--- src/rtl/mem_arbiter.sv ---
// Unified single-port SRAM arbiter for instruction fetch, data load and data store.
// Fixed priority store > load > fetch, with fetch promoted to top priority after
// WAIT_MAX consecutive denied cycles. Reads carry a tag down a latency pipeline
// so returning data is steered to the port that issued it.
module mem_arbiter #(
  parameter int unsigned AW       = 15,
  parameter int unsigned RD_LAT   = 1,
  parameter int unsigned WAIT_MAX = 4
) (
  input  logic          clk,
  input  logic          reset,
  // instruction fetch
  input  logic          imem_ready,
  output logic          imem_valid,
  input  logic [31:0]   imem_addr,
  output logic          imem_rresp,
  output logic [31:0]   imem_rdata,
  // data load
  input  logic          dmem_rready,
  output logic          dmem_rvalid,
  input  logic [31:0]   dmem_raddr,
  output logic          dmem_rresp,
  output logic [31:0]   dmem_rdata,
  // data store
  input  logic          dmem_wready,
  output logic          dmem_wvalid,
  input  logic [31:0]   dmem_waddr,
  input  logic [31:0]   dmem_wdata,
  input  logic [3:0]    dmem_wstrb,
  // SRAM macro
  output logic          mem_en,
  output logic          mem_we,
  output logic [AW-1:0] mem_addr,
  output logic [31:0]   mem_wdata,
  output logic [3:0]    mem_wstrb,
  input  logic [31:0]   mem_rdata,
  output logic          err
);

  localparam int unsigned SW = (WAIT_MAX < 1) ? 1 : $clog2(WAIT_MAX + 1);

  typedef struct packed {
    logic valid;
    logic src;   // 0 = imem, 1 = dmem
    logic oor;
  } tag_t;

  logic [SW-1:0] starve_cnt;
  logic          starved;
  logic          gnt_i;
  logic          gnt_r;
  logic          gnt_w;
  logic          any_gnt;
  logic [31:0]   gaddr;
  logic          oor;
  tag_t          pipe [RD_LAT];
  tag_t          last;
  logic [31:0]   ret_data;
  logic          unused_addr_bits;

  assign starved = (starve_cnt == SW'(WAIT_MAX));

  // Grant selection; the starved fetch jumps ahead of both data ports
  always_comb begin
    gnt_i = 1'b0;
    gnt_r = 1'b0;
    gnt_w = 1'b0;
    if (!reset) begin
      if (starved && imem_ready) gnt_i = 1'b1;
      else if (dmem_wready)      gnt_w = 1'b1;
      else if (dmem_rready)      gnt_r = 1'b1;
      else if (imem_ready)       gnt_i = 1'b1;
    end
  end

  // Address of the winning port and its range check
  always_comb begin
    gaddr = 32'h0;
    if (gnt_w)      gaddr = dmem_waddr;
    else if (gnt_r) gaddr = dmem_raddr;
    else if (gnt_i) gaddr = imem_addr;
  end

  assign oor              = ((gaddr >> (AW + 2)) != 32'h0);
  assign any_gnt          = gnt_i | gnt_r | gnt_w;
  assign unused_addr_bits = ^gaddr[1:0];

  assign imem_valid  = gnt_i;
  assign dmem_rvalid = gnt_r;
  assign dmem_wvalid = gnt_w;

  // SRAM drive; out-of-range accesses are granted but never reach the macro
  assign mem_en    = any_gnt & ~oor;
  assign mem_we    = gnt_w & ~oor;
  assign mem_addr  = gaddr[AW+1:2];
  assign mem_wdata = dmem_wdata;
  assign mem_wstrb = dmem_wstrb;
  assign err       = any_gnt & oor;

  // Fetch starvation counter: counts consecutive denied fetch cycles
  always_ff @(posedge clk or posedge reset) begin
    if (reset) begin
      starve_cnt <= '0;
    end else if (!imem_ready || gnt_i) begin
      starve_cnt <= '0;
    end else if (!starved) begin
      starve_cnt <= starve_cnt + SW'(1);
    end
  end

  // Read tag pipeline, aligned with the SRAM read latency
  always_ff @(posedge clk or posedge reset) begin
    if (reset) begin
      for (int i = 0; i < int'(RD_LAT); i++) pipe[i] <= '0;
    end else begin
      pipe[0] <= '{valid: gnt_i | gnt_r, src: gnt_r, oor: oor};
      for (int i = 1; i < int'(RD_LAT); i++) pipe[i] <= pipe[i-1];
    end
  end

  assign last = pipe[RD_LAT-1];

  // Response steering; rdata stays zero on the port not being answered
  always_comb begin
    ret_data   = last.oor ? 32'h0 : mem_rdata;
    imem_rresp = last.valid & ~last.src;
    dmem_rresp = last.valid & last.src;
    imem_rdata = imem_rresp ? ret_data : 32'h0;
    dmem_rdata = dmem_rresp ? ret_data : 32'h0;
  end

endmodule

--- config.mk ---
export PLATFORM = sky130hd
export DESIGN_NAME = mem_arbiter
export DESIGN_NICKNAME = d
export VERILOG_FILES = /design/src/rtl/mem_arbiter.sv
export SDC_FILE = /design/constraint.sdc
export NUM_CORES = 1
export LEC_CHECK = 0
export ABC_AREA = 1
export CAP_MARGIN = 20
export CORE_AREA = 2 2 113 115
export CTS_BUF_LIST = sky130_fd_sc_hd__clkbuf_8
export DETAILED_ROUTE_END_ITERATION = 8
export DIE_AREA = 0 0 115 117
export GPL_ROUTABILITY_DRIVEN = 0
export GPL_TIMING_DRIVEN = 1
export MAX_ROUTING_LAYER = met4
export PLACE_DENSITY_LB_ADDON = 0.3
export SYNTH_ARGS = -nofsm -noshare
export SYNTH_HDL_FRONTEND = slang
export SYNTH_SLANG_ARGS = --single-unit
--- constraint.sdc ---
create_clock -name clk -period 1.8 [get_ports clk]
set_input_delay 0.27 -clock clk [delete_from_list [all_inputs] [get_ports clk]]
set_output_delay 0.27 -clock clk [all_outputs]
set_load 0.02 [all_outputs]
==> metrics <==
status complete, but fails checks; failing checks setup timing; RSZ-0062 raised after global routing true; commonest non-fill, non-tap cells in the layout clkdlybuf4s50_1, nor3_1, nand2_1; IO buf count around 210; most common cell after layout, fill and taps aside clkdlybuf4s50_1; setup violators final 17; Layout Nets 665; Critical R2R Launch starve_cnt[1]; first-pass GRT wire length around 11000 um; Residual DRC 0; initial cell density of the core 12.82%; Ys Warns 0; crit path capture mem_addr[8]; setup ws final -112.7 ps; core area between 10000 and 15000 um^2; Layout area overhead 147.2%; Req. time, crit path between 1500 and 2000 ps; Worst path max stage delay between 300 and 400 ps; CTS sink cnt 6; clock power share roughly 17%; Routed WL per cell 11.99 um; Tcrit/Tclk final 106.3%; Final Slew Violations 0; post-synth top area share roughly a fifth; remaining antenna violation count after routing 0; DR iter-0 viols 80; part of the power in registers 12.8%; Comb power frac a little over two thirds; Fin. Hold Viols 0; chip height around 120 um; Syn Inst Count between 300 and 400; synth top area cells nor3_1, buf_4, nand2_1, inv_1, dfrtp_1; Yosys top cell by area nor3_1; Internal slightly below 0.0008 W; clock tree root buffer cell clkbuf_8; Netlist cell types 21; Syn Area/Cell between 5 and 6 um^2; number of global-route vias before repair approximately 2400; Max Cap Viol 0; synthesis-stage register bit count 6; worst slew pin tran roughly 260 ps; CTS Buf Count 3; largest net degree at the start of global routing 65; worst setup path startpoint starve_cnt[1]; worst-path cell with the longest stage delay dfrtp_1; Max FO, Critical Path 16; clock skew about 0.20 ps; fin util between 30% and 40%; VDD IR max 0.1855 mV; Final Power ~0.0013 W; die area 13460 um^2; P_leak around 2.0 nW; Worst setup SP type flop; IO Count 292; Tmin final 1913 ps; Total Routing Usage GR 10.11%; critical setup path kind reg2out; DR vias/cell approximately 4; Clock transition at path regs around 40 ps; DIE WIDTH about 120 um; Via Count 2544; H-tree depth 1; WP data arrival around 1600 ps; pre-CTS setup slack -551.6 ps; reg2reg setup slack roughly 90 ps; cts hold-fix bufs 0; Row Count around 40; GR Overflow Total 0; crit-path cells inv_2, ha_4, nand2_4, nor2_4, buf_6, nor2_4, buf_12, nand2_1, nand3_2, buf_6; Fmax about 520 MHz; Cell Area, Synth around 1600 um^2; CTS tree yes; Psw approximately 0.00046 W; antenna violations before repair 0; share of cells above drive strength 1 between 20% and 30%; wire length after detailed routing 7710 um; reg2reg path depth 12; Critical Path End Type output pin; Sw Ratio a little over a third; HP Class in2async; Initial DRT Pass Iterations 4; # diodes 0; clock buffer depth 2; DP HPWL between 6000 and 7000 um; Crit Reg-Reg Endpoint last[0]; sequential share of the synthesized area a little under a tenth; syn_nets approximately 470; Clk Latency, worst-skew pair roughly 220 ps; Pwr Density approximately 320 nW/um^2; max_slew headroom between 80 and 90%
[layout make-up]
cell class	count	area [um^2]
Inverter	47	186.4
Sequential cell	6	151.4
Tap cell	150	187.7
Fill cell	1363	8412
Timing Repair Buffer	239	2280
Multi-Input combinational cell	197	1050
Clock inverter	1	3.754
Clock buffer	3	41.29
[stage by stage]
| step | hold slack, ps | std cells | TNS (ps) | instance area [um^2] |
|---|---|---|---|---|
| 2_1_floorplan | 36.94 | 302 | 0 | 1578 |
| 3_3_place_gp | 540.1 | 628 | -13390 | 3729 |
| 3_5_place_dp | 540.1 | 628 | -14600 | 3729 |
| 4_1_cts | 412.7 | 641 | -1692 | 3943 |
| 5_1_grt | 423.5 | 643 | -3076 | 3900 |
| 6_report | 413.7 | 643 | -1633 | 3900 |
[worst min-delay path by stage]
stage / end / slack (ps) / cells after the start
after CTS: last[1] / 410 / 3
after detailed placement: mem_wdata[12] / 540 / 0
after floorplan: last[0] / 40 / 1
final: starve_cnt[2] / 410 / 3
after global placement: mem_wdata[12] / 540 / 0
after global routing: starve_cnt[2] / 420 / 3
[synthesized netlist by cell type (all sizes together)]
library cell / number
a21oi: 1
buf: 47
clkbuf: 5
dfrtp: 6
ha: 2
inv: 47
nand2: 70
nand3: 18
nor2: 37
nor3: 64
o21ai: 4
xnor2: 1
[power by group through the flow]
stage / combinational (W) / clock, W / sequential [W]
final: 0.000884 / 0.000206 / 0.000160
after floorplan: 0.000420 / 0 / 0.000157
after CTS: 0.000867 / 0.000212 / 0.000160
after global placement: 0.000805 / 0 / 0.000159
after global routing: 0.000956 / 0.000217 / 0.000161
after detailed placement: 0.000809 / 0 / 0.000160
[worst max-delay path: cells and delay by family, from the launching register on]
kind | cells | cell delay, ps
buf+inv | 4 | 470
fa+ha+maj | 1 | 140
simple gates | 5 | 400
flops | 1 | 380
[sequential cells by signal, summed over array words and instances, names as in the netlist]
register    flops
last            3
starve_cnt      3
[per-layer routing]
metal | vias up | wire length, um | part of all wire [%] | GRT usage, %
li1 | 1284 | - | - | -
met1 | 1089 | 3000 | 39 | 11.14
met2 | 165 | 3741 | 49 | 17.92
met3 | 6 | 883 | 11 | 2.935
met4 | 0 | 84 | 1.1 | 2.651
met5 | - | 0 | 0 | -
[what timing repair did]
| item | CTS | global route |
|---|---|---|
| pin swaps | 8 | 2 |
| endpoints found under the setup margin | 86 | 56 |
| gates cloned | 1 | 1 |
| setup buffers | 8 | 4 |
| resized for setup | 289 | 66 |
[logic make-up after synthesis]
logic type | share of synthesized area (%)
AOI/OAI and AO/OA | 1.585
DFF | 9.516
buffers and inverters | 33.86
and+or+nand+nor | 52.90
xor gates and xnor gates | 0.5552
adders and majority gates | 1.586
No activity file was read; power rests on OpenSTA's default activity.
